### src/rtl/cache_test_console.sv
// Front-panel console for exercising a cache: switch-driven single requests,
// auto address sweep, hit/miss counters, response timeout and hex display.
module cache_test_console #(
  parameter int unsigned ADDR_W   = 7,
  parameter int unsigned DATA_W   = 8,
  parameter int unsigned CNT_W    = 16,
  parameter int unsigned TO_CYC   = 255,
  parameter int unsigned HOLD_CYC = 15
) (
  input  logic                  clk,
  input  logic                  rst_n,
  input  logic [ADDR_W-1:0]     sw_addr,
  input  logic [DATA_W-1:0]     sw_data,
  input  logic                  sw_wr,
  input  logic                  btn_go,
  input  logic                  sweep,
  input  logic [1:0]            disp_sel,
  output logic                  cache_req,
  output logic [ADDR_W-1:0]     cache_addr,
  output logic [DATA_W-1:0]     cache_wdata,
  output logic                  cache_wr,
  input  logic                  cache_done,
  input  logic [DATA_W-1:0]     cache_rdata,
  input  logic                  cache_miss,
  output logic [8*(DATA_W/4)-1:0] seg,
  output logic                  busy,
  output logic                  to_err
);

  localparam int unsigned NDIG   = DATA_W / 4;
  localparam int unsigned DISP_W = 4 * NDIG;
  localparam int unsigned WC_W   = (TO_CYC < 2) ? 1 : $clog2(TO_CYC + 1);
  localparam int unsigned HC_W   = (HOLD_CYC < 2) ? 1 : $clog2(HOLD_CYC + 1);
  localparam logic [CNT_W-1:0] CNT_MAX = '1;

  typedef enum logic [2:0] {
    ST_IDLE,
    ST_REQ,
    ST_WAIT,
    ST_SHOW,
    ST_HOLD
  } state_t;

  state_t state, state_d;

  logic btn_s1, btn_s2, btn_s3;
  logic go_pulse;

  logic [WC_W-1:0]   wait_cnt;
  logic [HC_W-1:0]   hold_cnt;
  logic [DATA_W-1:0] cap_data;
  logic              last_miss;
  logic [CNT_W-1:0]  hit_cnt;
  logic [CNT_W-1:0]  miss_cnt;

  logic load_sw, load_next, capture, timeout;
  logic [DISP_W-1:0] disp_val;

  // Button synchronizer plus previous-value flop for edge detection
  always_ff @(posedge clk or negedge rst_n) begin
    if (!rst_n) begin
      btn_s1 <= 1'b0;
      btn_s2 <= 1'b0;
      btn_s3 <= 1'b0;
    end else begin
      btn_s1 <= btn_go;
      btn_s2 <= btn_s1;
      btn_s3 <= btn_s2;
    end
  end

  assign go_pulse = btn_s2 & ~btn_s3;

  // FSM state register
  always_ff @(posedge clk or negedge rst_n) begin
    if (!rst_n) state <= ST_IDLE;
    else        state <= state_d;
  end

  // Next-state and datapath strobes
  always_comb begin
    state_d   = state;
    load_sw   = 1'b0;
    load_next = 1'b0;
    capture   = 1'b0;
    timeout   = 1'b0;
    case (state)
      ST_IDLE: begin
        if (go_pulse) begin
          load_sw = 1'b1;
          state_d = ST_REQ;
        end
      end
      ST_REQ: state_d = ST_WAIT;
      ST_WAIT: begin
        if (cache_done) begin
          capture = 1'b1;
          state_d = ST_SHOW;
        end else if (wait_cnt == WC_W'(TO_CYC - 1)) begin
          timeout = 1'b1;
          state_d = ST_IDLE;
        end
      end
      ST_SHOW: state_d = sweep ? ST_HOLD : ST_IDLE;
      ST_HOLD: begin
        if (hold_cnt == HC_W'(HOLD_CYC - 1)) begin
          if (sweep) begin
            load_next = 1'b1;
            state_d   = ST_REQ;
          end else begin
            state_d = ST_IDLE;
          end
        end
      end
      default: state_d = ST_IDLE;
    endcase
  end

  // Request registers, handshake outputs and residency counters
  always_ff @(posedge clk or negedge rst_n) begin
    if (!rst_n) begin
      cache_addr  <= '0;
      cache_wdata <= '0;
      cache_wr    <= 1'b0;
      cache_req   <= 1'b0;
      busy        <= 1'b0;
      to_err      <= 1'b0;
      wait_cnt    <= '0;
      hold_cnt    <= '0;
    end else begin
      if (load_sw) begin
        cache_addr  <= sw_addr;
        cache_wdata <= sw_data;
        cache_wr    <= sw_wr;
      end else if (load_next) begin
        cache_addr  <= cache_addr + ADDR_W'(1);
        cache_wdata <= sw_data;
        cache_wr    <= sw_wr;
      end
      cache_req <= (state_d == ST_REQ);
      busy      <= (state_d == ST_REQ) || (state_d == ST_WAIT);
      if (timeout)      to_err <= 1'b1;
      else if (load_sw) to_err <= 1'b0;
      wait_cnt <= (state == ST_WAIT) ? wait_cnt + WC_W'(1) : '0;
      hold_cnt <= (state == ST_HOLD) ? hold_cnt + HC_W'(1) : '0;
    end
  end

  // Result capture and saturating hit/miss counters
  always_ff @(posedge clk or negedge rst_n) begin
    if (!rst_n) begin
      cap_data  <= '0;
      last_miss <= 1'b0;
      hit_cnt   <= '0;
      miss_cnt  <= '0;
    end else if (capture) begin
      cap_data  <= cache_wr ? cache_wdata : cache_rdata;
      last_miss <= cache_miss;
      if (cache_miss) begin
        if (miss_cnt != CNT_MAX) miss_cnt <= miss_cnt + CNT_W'(1);
      end else begin
        if (hit_cnt != CNT_MAX) hit_cnt <= hit_cnt + CNT_W'(1);
      end
    end
  end

  // Hex digit to active-low {g..a}
  function automatic logic [6:0] hex7(input logic [3:0] v);
    case (v)
      4'h0: hex7 = 7'b1000000;
      4'h1: hex7 = 7'b1111001;
      4'h2: hex7 = 7'b0100100;
      4'h3: hex7 = 7'b0110000;
      4'h4: hex7 = 7'b0011001;
      4'h5: hex7 = 7'b0010010;
      4'h6: hex7 = 7'b0000010;
      4'h7: hex7 = 7'b1111000;
      4'h8: hex7 = 7'b0000000;
      4'h9: hex7 = 7'b0010000;
      4'hA: hex7 = 7'b0001000;
      4'hB: hex7 = 7'b0000011;
      4'hC: hex7 = 7'b1000110;
      4'hD: hex7 = 7'b0100001;
      4'hE: hex7 = 7'b0000110;
      default: hex7 = 7'b0001110;
    endcase
  endfunction

  // Display source select and per-nibble decode; dp0 marks a miss
  always_comb begin
    case (disp_sel)
      2'd0:    disp_val = DISP_W'(cap_data);
      2'd1:    disp_val = DISP_W'(hit_cnt);
      2'd2:    disp_val = DISP_W'(miss_cnt);
      default: disp_val = DISP_W'(cache_addr);
    endcase
    seg = '1;
    for (int k = 0; k < int'(NDIG); k++) begin
      seg[8*k +: 7] = hex7(disp_val[4*k +: 4]);
    end
    seg[7] = ~last_miss;
  end

endmodule

### config.mk
export PLATFORM = sky130hd
export DESIGN_NAME = cache_test_console
export DESIGN_NICKNAME = d
export VERILOG_FILES = /design/src/rtl/cache_test_console.sv
export SDC_FILE = /design/constraint.sdc
export NUM_CORES = 1
export LEC_CHECK = 0
export BUFFER_PORTS_ARGS = -buffer_cell sky130_fd_sc_hd__clkbuf_2
export CORE_UTILIZATION = 36
export CTS_CLUSTER_DIAMETER = 200
export DETAILED_ROUTE_END_ITERATION = 7
export PLACE_DENSITY = 0.52
export SETUP_SLACK_MARGIN = 0.5
export SLEW_MARGIN = 20
export SYNTH_ARGS = -nofsm -noshare
export SYNTH_HDL_FRONTEND = slang
export SYNTH_SLANG_ARGS = --single-unit
### constraint.sdc
create_clock -name clk -period 2.2 [get_ports clk]
set_clock_uncertainty 0.15 [all_clocks]
set_input_delay 0.22 -clock clk [delete_from_list [all_inputs] [get_ports clk]]
set_output_delay 0.22 -clock clk [all_outputs]
set_load 0.01 [all_outputs]
==> impl_metrics.yaml, run 1 <==
final_layout:
  area.sequential_um2: 1960
  post_route_cells_drive_above_1_share_pct: 49.1
  fill_cells: 991
  area_growth_syn_to_layout_pct: 51.9
  finalNonFillerCells: 715
  nets: 618
  diodes: 0
  multi_input_area_um2: 2790
  fin_area_um2: 6590
global_route:
  grt_pass1_wl_um: 18600
  overflow: 0
  grt_pass1_vias: 3751
  antenna_found_initial: 0
  grtUsageTotal_pct: 18.8
  grt_start_max_net_pins: 79
floorplanning:
  die_w_um: 112
  io-pin-count: 67
  initial_utilization_pct: 37.5
  coreArea_um2: 11600
  row_count: 39
  fp.dieH_um: 112
  die_area_um2: 12500
timing:
  post-route-period-util_pct: 117
  rsz0062_at_grt: "true"
  min_period_ns: 2.57
  max_freq_mhz: 390
  holdWs_ns: 0.00814
  timing.final.max_slew_violations: 0
  hold_viol: 0
  setup_viol: 14
  setup_ws_ns: -0.365
detailed_routing:
  vias_per_cell: 5.07
  drc: 2
  antenna_left: 0
  drtIter0Drc: 161
  drt-total-wl_um: 11400
  via_count: 3624
  dr.pass1.iters: 6
  wl_per_cell_um: 16.0
worst_hold_path:
  hp-class: "in -> reg"
  hp-start: "sw_addr[4]"
synthesis:
  yosysSeqAreaShare_pct: 45.0
  syn_avg_cell_area_um2: 10.8
  yosysTopAreaCell: "dfrtp_1"
  syn_nets: 454
  synth_cells: 403
  syn-cell-area_um2: 4340
  ys.flop_type: "dfrtp_1"
  synth_commonest_cells: "78 x dfrtp_1, 30 x nor2_1, 28 x nand2_1, 25 x xnor2_1, 19 x ha_1"
  ys_warn_count: 0
  ys_top_cells_by_area: "dfrtp_1 45%, ha_1 5.5%, xnor2_1 5.0%"
  yosysMostFrequentCell: "dfrtp_1"
  synth_top_area_share_pct: 45.0
  synth_edf_count: 0
  ys_ff_latch: 78
  async_reset_ff_share_pct: 100
  synthDistinctLibCells: 54
placed_design:
  port_buffers: 65
  gp_congestion: 0.855
  place_inst: 638
  place_hpwl_um: 7460
  place_area_um2: 5220
setup_path:
  crit_fanout: 4
  cp-end-kind: "output pin"
  cp.required_ns: 1.83
  reg2reg_from: "miss_cnt[1]$_DFFE_PN0P_"
  worst_setup_path_start_kind: "flop"
  arrival_ns: 2.20
  crit_start: "cache_addr[5]$_DFFE_PN0P_"
  critPathKind: "reg -> out"
power:
  p_per_area_nw_per_um2: 1120
  p_leak_nw: 2.95
  ir_drop_v: 0.000534
run_status:
  status: "finished with violations"
  violations: "design-rule violations, negative setup slack"
clock_network:
  cts_buffers: 9
  cts_htree_levels: 3
  cts_root_buffer: "clkbuf_16"
  cts.sinks: 78
  clock_path_buffers: 2
  clkSlewWorstSetupHoldPaths_ns: 0.06
  insertion_delay_ns: 0.34
  cts_tree: "built"
job:
  max_cap_viol_count: 0
-- area by class of cell --
class                   instances  share of cell area, %
clock inverters                 6                   1.04
inverters                      15                  0.855
flip-flops and latches         78                   29.7
repair buffers                169                   19.6
well taps                     143                   2.72
multi-input cells             294                   42.4
clock buffers                  10                   3.63
-- state kept, by name (all words and copies together) (netlist names) --
signal	cells
btn_s1	1
btn_s2	1
btn_s3	1
busy	1
cache_addr	7
cache_req	1
cache_wdata	8
cache_wr	1
cap_data	8
hit_cnt	16
hold_cnt	4
last_miss	1
miss_cnt	16
state	3
to_err	1
wait_cnt	8
-- path summary, 6_finish.rpt --
kind,endpoint,slack (ns),depth (start not counted)
hold reg to reg,btn_s2$_DFF_PN0_,0.20,0
setup reg to reg,miss_cnt[10]$_DFFE_PN0P_,0.39,7
setup / recovery,seg[11],-0.37,6
hold / removal,cache_addr[4]$_DFFE_PN0P_,0.008,3
min in group asynchronous,wait_cnt[4]$_DFF_PN0_,0.29,3
max in group asynchronous,cache_addr[2]$_DFFE_PN0P_,1.26,3
-- stage by stage --
| step | total power [W] | setup WS, ns | util [%] | setup TNS (ns) |
|---|---|---|---|---|
| floorplan | 0.00385 | 0.112 | - | 0 |
| global placement | 0.00490 | -0.0268 | 45.1 | -0.0489 |
| detailed placement | 0.00496 | -0.0880 | 45.1 | -0.203 |
| CTS | 0.00706 | -0.366 | 54.2 | -3.46 |
| global route | 0.00784 | -0.428 | 57.0 | -4.82 |
| finish | 0.00738 | -0.365 | 57.0 | -3.53 |
-- critical path, stage by stage, from the launching register on --
cell      delay, ns
dfrtp_1        0.41
mux4_2         0.57
inv_2          0.12
ha_4           0.14
inv_2          0.03
mux4_2         0.44
clkbuf_2       0.14
-- repair_timing --
| item | 4_1_cts | 5_1_grt |
|---|---|---|
| hold buffers | 16 | 0 |
| buffers inserted | 34 | 11 |
| pin swaps | 30 | 31 |
| gates resized for setup | 79 | 62 |
| hold endpoints to repair | 93 | 0 |
| setup endpoints to repair | 58 | 60 |
-- layer usage --
layer | global-route usage [%] | up-vias | wire (um)
met5 | 0 | - | 0
met2 | 31.0 | 67 | 5660
li1 | - | 1778 | -
met3 | 4.30 | 8 | 446
met1 | 24.7 | 1771 | 5230
met4 | 5.41 | 0 | 107
-- cells in the final DEF (no fill, tap or decap), drive strengths merged, types with 16 or more instances in the layout --
master / netlist / routed
dlygate4sd3: 0 / 16
nor2: 30 / 30
o21ai: 18 / 18
xnor2: 25 / 25
nand2: 28 / 28
mux2: 17 / 17
buf: 11 / 100
inv: 15 / 17
dfrtp: 78 / 78
ha: 19 / 19
nand3: 16 / 16
clkbuf: 5 / 63
-- power by group --
part	switching, W	leakage, nW	internal [W]
logic	0.00172	1.80	0.00197
registers	0.000353	1.00	0.00180
clock network	0.000616	0.155	0.000919
-- kinds of logic (layout without fill, tap and decap cells) --
family                   count (synthesis)  after routing  synth area share, %
flip-flops                              78             78                 45.0
AND/OR/NAND/NOR                        139            139                 17.6
XOR/XNOR                                39             39                 7.87
multiplexers                            40             40                 12.3
AO/OA/AOI/OAI                           56             56                 8.39
buffers and inverters                   31            200                 3.26
adder cells (fa/ha/maj)                 19             19                 5.48
other                                    1              1               0.0864
Power figures use the tool's default switching activity.
==> run 2, diff against run 1 <==
- CORE_ASPECT_RATIO: unset -> 0.7
==> run 2 against run 1 <==
Effect of this change: the run ends with negative setup slack left; core utilization is 1.6 points lower; non-clock buffer count is 13 lower; clock-buffer cell count is 1 higher; combinational power down 4%; flip-flop and latch count did not move; total power shrank 0.43%; global-route usage increased by 0.60 points; register-to-register slack worse by 0.06 ns; via count rose by 0.22%; worst hold slack improved by 0.018 ns; final cell count rose by 0.14%; clock power rose by 5%.
==> impl_metrics.yaml, run 2 (same netlist as run 1, synthesis figures left out) <==
detailed_routing:
  antenna_left: 0
  via_count: 3632
  dr.pass1.iters: 4
  drt-total-wl_um: 11600
  drc: 0
  wl_per_cell_um: 16.3
  vias_per_cell: 5.07
  drtIter0Drc: 118
timing:
  post-route-period-util_pct: 116
  timing.final.max_slew_violations: 0
  hold_viol: 0
  tns_ns: -3.36
  min_period_ns: 2.55
  tightest_slew_ns: 0.512
  holdWs_ns: 0.0257
  setup_viol: 14
  max_freq_mhz: 392
  slew_headroom_pct: 65.9
  rsz0062_at_grt: "true"
  setup_ws_ns: -0.351
worst_hold_path:
  hp-class: "in -> reg"
clock_network:
  cts.sinks: 78
  clkSlewWorstSetupHoldPaths_ns: 0.06
  clock_path_buffers: 2
  cts_htree_levels: 3
  cts_buffers: 9
  cts_tree: "built"
  insertion_delay_ns: 0.33
  cts_root_buffer: "clkbuf_16"
floorplanning:
  io-pin-count: 67
  row_count: 33
  initial_utilization_pct: 37.0
  fp.dieH_um: 93.8
  coreArea_um2: 11700
  die_w_um: 133
  die_area_um2: 12500
setup_path:
  arrival_ns: 2.18
  r2r_setup_slack_ns: 0.33
  cp-end-kind: "output pin"
  cp.required_ns: 1.83
  critPathKind: "reg -> out"
  worst_setup_path_start_kind: "flop"
  crit_fanout: 4
final_layout:
  diodes: 0
  area_growth_syn_to_layout_pct: 49.5
  nets: 605
  fill_cells: 1027
  post_route_cells_drive_above_1_share_pct: 47.9
  layout_common_cells: "72 x dfrtp_1, 56 x clkbuf_2, 54 x buf_4"
  final_common_cell: "dfrtp_1"
  top_regs: "hit_cnt x16, miss_cnt x16"
power:
  power_w: 0.00735
  p_leak_nw: 2.90
  ir_drop_v: 0.000589
  p_per_area_nw_per_um2: 1130
job:
  max_cap_viol_count: 0
placed_design:
  port_buffers: 65
  dp_slack_ns: -0.122
  place_hpwl_um: 8030
  gp_congestion: 0.896
global_route:
  overflow: 0
  grt_pass1_wl_um: 18600
  grt_start_max_net_pins: 44
  antenna_found_initial: 0
  grt_pass1_vias: 3572
  grtUsageTotal_pct: 19.4
run_status:
  violations: "negative setup slack"
  status: "finished with violations"
-- run 2: cell count changes in the layout (fill, tap and decap cells not counted), sizes merged --
cell / delta
buf: -13
bufinv: +1
clkbuf: +4
clkinv: -2
clkinvlp: +1
dlygate4sd3: -3
inv: -1
-- run 2: final cells by class --
cell class | instances | area [um2] | share of cell area (%)
Multi-Input combinational cell | 294 | 2760 | 42.6
Timing Repair Buffer | 156 | 1180 | 18.2
Tap cell | 157 | 196 | 3.03
Clock buffer | 11 | 243 | 3.74
Clock inverter | 5 | 81.3 | 1.25
Sequential cell | 78 | 1960 | 30.2
Inverter | 15 | 66.3 | 1.02
-- run 2: timing repair --
action	in CTS	in global routing
endpoints found under the hold margin	90	0
pin swaps	24	14
buffers inserted	22	9
endpoints found under the setup margin	58	61
hold buffers	13	0
resized for setup	79	48
cloned	0	0
-- run 2: worst paths after layout --
kind | from | end | depth (start not counted)
worst min-delay path | cache_rdata[3] | cap_data[3]$_DFFE_PN0P_ | 3
min in group asynchronous | rst_n | hit_cnt[14]$_DFFE_PN0P_ | 2
worst max register to register | hit_cnt[1]$_DFFE_PN0P_ | hit_cnt[3]$_DFFE_PN0P_ | 8
worst min register to register | btn_s1$_DFF_PN0_ | btn_s2$_DFF_PN0_ | 0
max in group asynchronous | rst_n | cache_addr[0]$_DFFE_PN0P_ | 3
worst max-delay path | cache_addr[1]$_DFFE_PN0P_ | seg[3] | 4
-- run 2: power by group --
| part | internal [W] | switching, W |
|---|---|---|
| logic | 0.00187 | 0.00167 |
| clock network | 0.00103 | 0.000591 |
| registers | 0.00180 | 0.000389 |
-- run 2: routing by layer --
metal	global-route usage (%)	wire length, um	share of wire, %	up-vias
li1	-	-	-	1761
met1	29.2	6170	53	1786
met2	27.8	4950	42	80
met3	4.42	454	3.9	5
met4	4.83	76	0.65	0
met5	0	0	0	-
-- run 2: worst max-delay path: stages, from the launching register on --
cell	delay, ns
dfrtp_1	0.41
mux4_2	0.56
ha_2	0.24
mux4_2	0.49
buf_6	0.14
-- run 2: through the flow --
| stage | cells | util [%] | cell area (um2) |
|---|---|---|---|
| finish | 716 | 55.3 | 6490 |
| global route | 716 | 55.3 | 6490 |
| CTS | 707 | 53.1 | 6230 |
| detailed placement | 656 | 44.9 | 5260 |
| global placement | 656 | 44.9 | 5260 |
| floorplan | 403 | - | 4480 |
